### src/rtl/range_stream_tx_pkg.sv
// Shared types for the go/data/finish sample stream: FSM state encoding and the
// stream frame record used by the transmit and range-finding receive blocks.
package range_stream_tx_pkg;

  localparam int FRAME_W = 16;

  typedef enum logic [2:0] {
    IDLE   = 3'd0,
    GO     = 3'd1,
    STREAM = 3'd2,
    FIN    = 3'd3,
    ERR    = 3'd4
  } state_e;

  typedef struct packed {
    logic               go;
    logic               finish;
    logic [FRAME_W-1:0] data;
  } stream_frame_t;

endpackage

### src/rtl/range_stream_tx_if.sv
// Host load/control and consumer stream signals of range_stream_tx.
interface range_stream_tx_if #(
  parameter int WIDTH = 16,
  parameter int DEPTH = 8
);
  localparam int CNT_W = $clog2(DEPTH + 1);

  logic             load_valid;
  logic [WIDTH-1:0] load_data;
  logic             load_ready;
  logic             clear;
  logic             start;
  logic             abort;
  logic             busy;
  logic             done;
  logic             aborted;
  logic [CNT_W-1:0] count;
  logic [WIDTH-1:0] expected_range;
  logic [WIDTH-1:0] data_out;
  logic             go;
  logic             finish;

  modport master (
    output load_valid, load_data, clear, start, abort,
    input  load_ready, busy, done, aborted, count, expected_range,
           data_out, go, finish
  );

  modport slave (
    input  load_valid, load_data, clear, start, abort,
    output load_ready, busy, done, aborted, count, expected_range,
           data_out, go, finish
  );
endinterface

### src/rtl/range_stream_tx_buf.sv
// Sample buffer: append-only register array with fill count and running
// unsigned min/max of the stored samples.
module range_stream_buf #(
  parameter int WIDTH = 16,
  parameter int DEPTH = 8,
  parameter int CNT_W = $clog2(DEPTH + 1),
  parameter int IDX_W = (DEPTH > 1) ? $clog2(DEPTH) : 1
) (
  input  logic             clk,
  input  logic             rst_n,
  input  logic             i_append,
  input  logic [WIDTH-1:0] i_data,
  input  logic             i_clear,
  input  logic [IDX_W-1:0] i_rd_idx,
  output logic [WIDTH-1:0] o_rd_data,
  output logic [CNT_W-1:0] o_count,
  output logic [WIDTH-1:0] o_min,
  output logic [WIDTH-1:0] o_max
);
  logic [WIDTH-1:0] r_mem [DEPTH];
  logic [CNT_W-1:0] r_count;
  logic [WIDTH-1:0] r_min;
  logic [WIDTH-1:0] r_max;

  // The caller only appends while count < DEPTH, so the write index never wraps.
  always_ff @(posedge clk or negedge rst_n) begin
    if (!rst_n) begin
      r_count <= '0;
      r_min   <= '0;
      r_max   <= '0;
      for (int i = 0; i < DEPTH; i++) r_mem[i] <= '0;
    end else if (i_clear) begin
      r_count <= '0;
      r_min   <= '0;
      r_max   <= '0;
    end else if (i_append) begin
      r_mem[r_count[IDX_W-1:0]] <= i_data;
      r_count <= r_count + 1'b1;
      if (r_count == '0) begin
        r_min <= i_data;
        r_max <= i_data;
      end else begin
        if (i_data < r_min) r_min <= i_data;
        if (i_data > r_max) r_max <= i_data;
      end
    end
  end

  assign o_rd_data = r_mem[i_rd_idx];
  assign o_count   = r_count;
  assign o_min     = r_min;
  assign o_max     = r_max;
endmodule

### src/rtl/range_stream_tx.sv
// Transmit side of the go/data/finish stream: buffers host samples, replays them
// as one framed burst on start, and emits a go+finish error frame on abort.
module range_stream_tx
  import range_stream_tx_pkg::*;
#(
  parameter int WIDTH = 16,
  parameter int DEPTH = 8
) (
  input logic               clk,
  input logic               rst_n,
  range_stream_tx_if.slave  bus
);
  localparam int CNT_W = $clog2(DEPTH + 1);
  localparam int IDX_W = (DEPTH > 1) ? $clog2(DEPTH) : 1;

  localparam logic [2:0] ST_IDLE   = IDLE;
  localparam logic [2:0] ST_GO     = GO;
  localparam logic [2:0] ST_STREAM = STREAM;
  localparam logic [2:0] ST_FIN    = FIN;
  localparam logic [2:0] ST_ERR    = ERR;

  logic [2:0]       r_state;
  logic [IDX_W-1:0] r_idx;
  logic             r_done;
  logic             r_aborted;

  logic             w_idle;
  logic             w_load_ready;
  logic             w_append;
  logic             w_clear;
  logic [CNT_W-1:0] w_count;
  logic [WIDTH-1:0] w_min;
  logic [WIDTH-1:0] w_max;
  logic [WIDTH-1:0] w_rd_data;
  logic [IDX_W-1:0] w_last_idx;
  logic [IDX_W-1:0] w_rd_idx;
  logic             w_go;
  logic             w_finish;
  logic [WIDTH-1:0] w_data;

  assign w_idle       = (r_state == ST_IDLE);
  assign w_load_ready = w_idle && (w_count < CNT_W'(DEPTH)) && !bus.start && !bus.clear;
  assign w_append     = bus.load_valid && w_load_ready;
  assign w_clear      = w_idle && bus.clear;
  assign w_last_idx   = IDX_W'(w_count - 1'b1);

  range_stream_buf #(
    .WIDTH (WIDTH),
    .DEPTH (DEPTH),
    .CNT_W (CNT_W),
    .IDX_W (IDX_W)
  ) u_buf (
    .clk       (clk),
    .rst_n     (rst_n),
    .i_append  (w_append),
    .i_data    (bus.load_data),
    .i_clear   (w_clear),
    .i_rd_idx  (w_rd_idx),
    .o_rd_data (w_rd_data),
    .o_count   (w_count),
    .o_min     (w_min),
    .o_max     (w_max)
  );

  always_ff @(posedge clk or negedge rst_n) begin
    if (!rst_n) begin
      r_state   <= ST_IDLE;
      r_idx     <= '0;
      r_done    <= 1'b0;
      r_aborted <= 1'b0;
    end else begin
      r_done    <= (r_state == ST_FIN);
      r_aborted <= (r_state == ST_ERR);
      case (r_state)
        ST_IDLE:
          if (bus.start && !bus.clear && (w_count != '0)) r_state <= ST_GO;
        ST_GO: begin
          r_idx <= IDX_W'(1);
          if (bus.abort)                  r_state <= ST_ERR;
          else if (w_count > CNT_W'(1))   r_state <= ST_STREAM;
          else                            r_state <= ST_FIN;
        end
        ST_STREAM:
          if (bus.abort)                  r_state <= ST_ERR;
          else if (r_idx == w_last_idx)   r_state <= ST_FIN;
          else                            r_idx   <= r_idx + 1'b1;
        ST_FIN:  r_state <= ST_IDLE;
        ST_ERR:  r_state <= ST_IDLE;
        default: r_state <= ST_IDLE;
      endcase
    end
  end

  // FIN re-presents the last sample so the consumer's min/max stays unchanged.
  always_comb begin
    w_rd_idx = r_idx;
    if (r_state == ST_GO)       w_rd_idx = '0;
    else if (r_state == ST_FIN) w_rd_idx = w_last_idx;
  end

  always_comb begin
    w_go     = 1'b0;
    w_finish = 1'b0;
    w_data   = '0;
    case (r_state)
      ST_GO: begin
        w_go   = 1'b1;
        w_data = w_rd_data;
      end
      ST_STREAM: w_data = w_rd_data;
      ST_FIN: begin
        w_finish = 1'b1;
        w_data   = w_rd_data;
      end
      ST_ERR: begin
        w_go     = 1'b1;
        w_finish = 1'b1;
      end
      default: ;
    endcase
  end

  assign bus.load_ready     = w_load_ready;
  assign bus.busy           = !w_idle;
  assign bus.done           = r_done;
  assign bus.aborted        = r_aborted;
  assign bus.count          = w_count;
  assign bus.expected_range = w_max - w_min;
  assign bus.data_out       = w_data;
  assign bus.go             = w_go;
  assign bus.finish         = w_finish;
endmodule
### src/flat_wrapper.sv
// flat-port wrapper written by rule: the top's interface ports become plain ports
module range_stream_tx_flat import range_stream_tx_pkg::*;
#(
  parameter int WIDTH = 16,
  parameter int DEPTH = 8
)
  (clk, rst_n, bus_load_valid, bus_load_data, bus_clear, bus_start, bus_abort, bus_load_ready, bus_busy, bus_done, bus_aborted, bus_count, bus_expected_range, bus_data_out, bus_go, bus_finish);
  range_stream_tx_if #(.WIDTH(WIDTH), .DEPTH(DEPTH)) bus_i ();
  input logic clk;
  input logic rst_n;
  input wire logic [$bits(bus_i.load_valid)-1:0] bus_load_valid;
  input wire logic [$bits(bus_i.load_data)-1:0] bus_load_data;
  input wire logic [$bits(bus_i.clear)-1:0] bus_clear;
  input wire logic [$bits(bus_i.start)-1:0] bus_start;
  input wire logic [$bits(bus_i.abort)-1:0] bus_abort;
  output wire logic [$bits(bus_i.load_ready)-1:0] bus_load_ready;
  output wire logic [$bits(bus_i.busy)-1:0] bus_busy;
  output wire logic [$bits(bus_i.done)-1:0] bus_done;
  output wire logic [$bits(bus_i.aborted)-1:0] bus_aborted;
  output wire logic [$bits(bus_i.count)-1:0] bus_count;
  output wire logic [$bits(bus_i.expected_range)-1:0] bus_expected_range;
  output wire logic [$bits(bus_i.data_out)-1:0] bus_data_out;
  output wire logic [$bits(bus_i.go)-1:0] bus_go;
  output wire logic [$bits(bus_i.finish)-1:0] bus_finish;
  assign bus_i.load_valid = bus_load_valid;
  assign bus_i.load_data = bus_load_data;
  assign bus_i.clear = bus_clear;
  assign bus_i.start = bus_start;
  assign bus_i.abort = bus_abort;
  assign bus_load_ready = bus_i.load_ready;
  assign bus_busy = bus_i.busy;
  assign bus_done = bus_i.done;
  assign bus_aborted = bus_i.aborted;
  assign bus_count = bus_i.count;
  assign bus_expected_range = bus_i.expected_range;
  assign bus_data_out = bus_i.data_out;
  assign bus_go = bus_i.go;
  assign bus_finish = bus_i.finish;
  range_stream_tx #(.WIDTH(WIDTH), .DEPTH(DEPTH)) u_core (.clk(clk), .rst_n(rst_n), .bus(bus_i));
endmodule
### config.mk
export PLATFORM = sky130hd
export DESIGN_NAME = range_stream_tx_flat
export DESIGN_NICKNAME = d
export VERILOG_FILES = /design/src/rtl/range_stream_tx_pkg.sv /design/src/rtl/range_stream_tx_if.sv /design/src/rtl/range_stream_tx_buf.sv /design/src/rtl/range_stream_tx.sv /design/src/flat_wrapper.sv
export SDC_FILE = /design/constraint.sdc
export NUM_CORES = 1
export LEC_CHECK = 0
export BUFFER_PORTS_ARGS = -buffer_cell sky130_fd_sc_hd__buf_2
export CAP_MARGIN = 20
export CORE_MARGIN = 1.5
export CORE_UTILIZATION = 60
export CTS_CLUSTER_SIZE = 14
export DETAILED_ROUTE_END_ITERATION = 7
export PLACE_DENSITY = 0.79
export SLEW_MARGIN = 0
export SYNTH_ARGS = -nofsm -noshare
export SYNTH_HDL_FRONTEND = slang
export SYNTH_SLANG_ARGS = --single-unit
### constraint.sdc
create_clock -name clk -period 3.2 [get_ports clk]
set_input_delay 0.64 -clock clk [delete_from_list [all_inputs] [get_ports clk]]
set_output_delay 0.64 -clock clk [all_outputs]
set_load 0.01 [all_outputs]
==> flow_metrics.tcl <==
set metrics [dict create \
    preCtsSetupSlack_ns 0.104 \
    tightestPinTransition_ns 0.719 \
    final_cells 1246 \
    synth_area_um2 9660 \
    grt_pass1_vias 7480 \
    tritoncts "built" \
    synthTopCellsByCount "dfrtp_1 (172), nand2_1 (170), mux2_1 (123)" \
    grt_pass1_wl_um 39200 \
    initial_core_util_pct 61.0 \
    placed_cells 1187 \
    status "complete, but fails checks" \
    synth_warnings 0 \
    overflow 0 \
    cts_max_level 4 \
    synth-seq-cells 172 \
    worst_ir_drop_vdd_mv 0.577 \
    setup_viol 7 \
    cp-start-kind "register" \
    fmax_ghz 0.303 \
    cts.reportedPaths.clkPinSlew_ns 0.06 \
    antenna_found_initial 0 \
    numCtsBuffers 17 \
    drt_iter0_markers 623 \
    critPathLaunch "u_core.u_buf.o_max[1]$_DFFE_PN0P_" \
    area_delta_synth_final_pct 20.4 \
    synth_area_leaders "dfrtp_1 (45%), mux2_1 (14%), ha_1 (6.6%)" \
    relSlewSlack_pct 52.0 \
    drive_gt1_share_pct 24.4 \
    wl_per_cell_um 20.8 \
    synth.avg_cell_area_um2 10.3 \
    total_power_mw 11.6 \
    port_buffers 63 \
    p_leak_nw 5.77 \
    ys_seq_area_share_pct 44.5 \
    yosysUniqueCellTypes 65 \
    viasPerCell 6.21 \
    syn_inst 940 \
    num_antenna_cells 0 \
    yosysTopAreaCellShare_pct 44.5 \
    hold_slack_ns 0.227 \
    place_area_um2 10200 \
    setup_ws_ns -0.105 \
    clock_skew_ns 0.00676 \
    power_per_cell_area_nw_per_um2 1000 \
    worstReg2RegStart "u_core.u_buf.o_max[14]$_DFFE_PN0P_" \
    violations "negative setup slack" \
    nNetsFinal 1091 \
    syn_nets 1014 \
    final_cell_area_um2 11600 \
    ys.flop_type "dfrtp_1" \
    ant_nets 0 \
    hpwl_um 15000 \
    slew_violations 0 \
    synth-edff-count 0 \
    via_count 7741 \
    yosysTopAreaCell "dfrtp_1" \
    worstPathMaxFanout 3 \
    rsz0062_at_grt "true" \
    dieHeight_um 130 \
    arrival_ns 2.66 \
    clock_sinks 172 \
    fp-row-count 46 \
    fin_crit_ns 3.30 \
    finalSetupTns_ns -0.269 \
    clk_latency_ns 0.43 \
    drc 0 \
    cts_hold_buf 0 \
    io_pins 64 \
    path_class "reg -> out" \
    async_flop_share_pct 100 \
    n_fill_cell 1033 \
    dieArea_um2 16900 \
    core_um2 15800 \
    dieWidth_um 130 \
    drtPass1Iterations 5 \
    routed_wl_um 26000 \
    min_period_over_period_pct 103 \
    cts_max_path_buffers 2 \
    gp_congestion 0.845 \
    hold_class "in -> async" \
    grtUsageTotal_pct 30.6 \
    finalHoldViolations 0 \
    yosysMostFrequentCell "dfrtp_1" \
    final_core_util_pct 73.5 \
    max-cap-violations 0 \
    worstPathRequired_ns 2.56 \
    cts_root_buf "clkbuf_16" \
    grt_start_max_net_pins 77 \
    critPathCaptureType "primary output" \
]
-- report_power, final --
group          internal (mW)  leakage, nW  switching [mW]
registers               2.64         2.32           0.315
logic                   2.74         3.16            3.77
clock network           1.33        0.297           0.856
total                   6.70         5.77            4.94
-- layout make-up --
cell class / instances / area (um2) / share of cell area [%]
clock inverter: 11 / 168 / 1.44
sequential: 172 / 4310 / 37.0
multi-input combinational: 665 / 5320 / 45.7
timing repair buffer: 118 / 965 / 8.29
tap: 216 / 270 / 2.32
inverter: 43 / 161 / 1.39
clock buffer: 21 / 450 / 3.87
-- routing by layer --
layer | routed length [um] | vias up | track usage, % | part of all wire (%)
li1 | - | 3445 | - | -
met1 | 11000 | 3899 | 40.3 | 42
met3 | 1680 | 56 | 5.29 | 6.5
met4 | 626 | 0 | 11.9 | 2.4
met2 | 12700 | 341 | 50.7 | 49
met5 | 0 | - | 0 | 0
-- cell families after synthesis --
logic type	synth area share (%)
multiplexers	16.2
AO/OA/AOI/OAI	8.37
XOR/XNOR	1.90
buffers and inverters	4.75
AND/OR/NAND/NOR	17.4
adder cells (fa/ha/maj)	6.81
flip-flops	44.5
-- critical path, stage by stage, from the launching register on --
cell      delay, ns
dfrtp_1        0.38
ha_1           0.27
nor2b_4        0.14
o211ai_1       0.12
a31oi_2        0.27
o221a_2        0.26
buf_6          0.11
nor4b_1        0.04
or4_1          0.49
buf_2          0.15
-- registers in the layout (all words and copies together) (netlist names) --
signal	count
u_core.u_buf.o_count	4
u_core.r_idx	3
u_core.u_buf.r_mem	128
u_core.r_state	3
u_core.bus.done	1
u_core.bus.aborted	1
u_core.u_buf.o_max	16
u_core.u_buf.o_min	16
-- timing repair --
item,CTS,global route
cloned,3,6
pin swaps,15,28
resized for setup,35,63
buffers inserted,11,9
endpoints found under the setup margin,23,23
-- worst paths after layout --
kind / endpoint / slack (ns) / cells past startpoint
worst max-delay path: bus_expected_range[13] / -0.10 / 9
worst min-delay path: u_core.u_buf.r_mem[91]$_DFFE_PN0P_ / 0.23 / 1
worst max register to register: u_core.u_buf.o_max[14]$_DFFE_PN0P_ / 0.62 / 8
worst min register to register: u_core.u_buf.r_mem[91]$_DFFE_PN0P_ / 0.48 / 1
max in group asynchronous: u_core.u_buf.o_min[12]$_DFFE_PN0P_ / 2.19 / 2
min in group clk: u_core.r_state[1]$_DFFE_PN0P_ / 0.42 / 2
-- cell usage in the layout (no fill, tap or decap), types with 9 or more instances in the layout --
| cell | n |
|---|---|
| dfrtp_1 | 171 |
| mux2_1 | 123 |
| mux2i_1 | 16 |
| buf_4 | 36 |
| ha_1 | 44 |
| a22o_1 | 16 |
| inv_1 | 37 |
| a21oi_2 | 11 |
| nand2_1 | 161 |
| nor2_1 | 15 |
| clkbuf_16 | 21 |
| a21oi_1 | 25 |
| o21ai_0 | 9 |
| nand3_1 | 70 |
| nand2_2 | 10 |
| xor2_1 | 11 |
| buf_2 | 61 |
| nand3_2 | 28 |
Note: power is estimated with default switching activity, not from simulation.
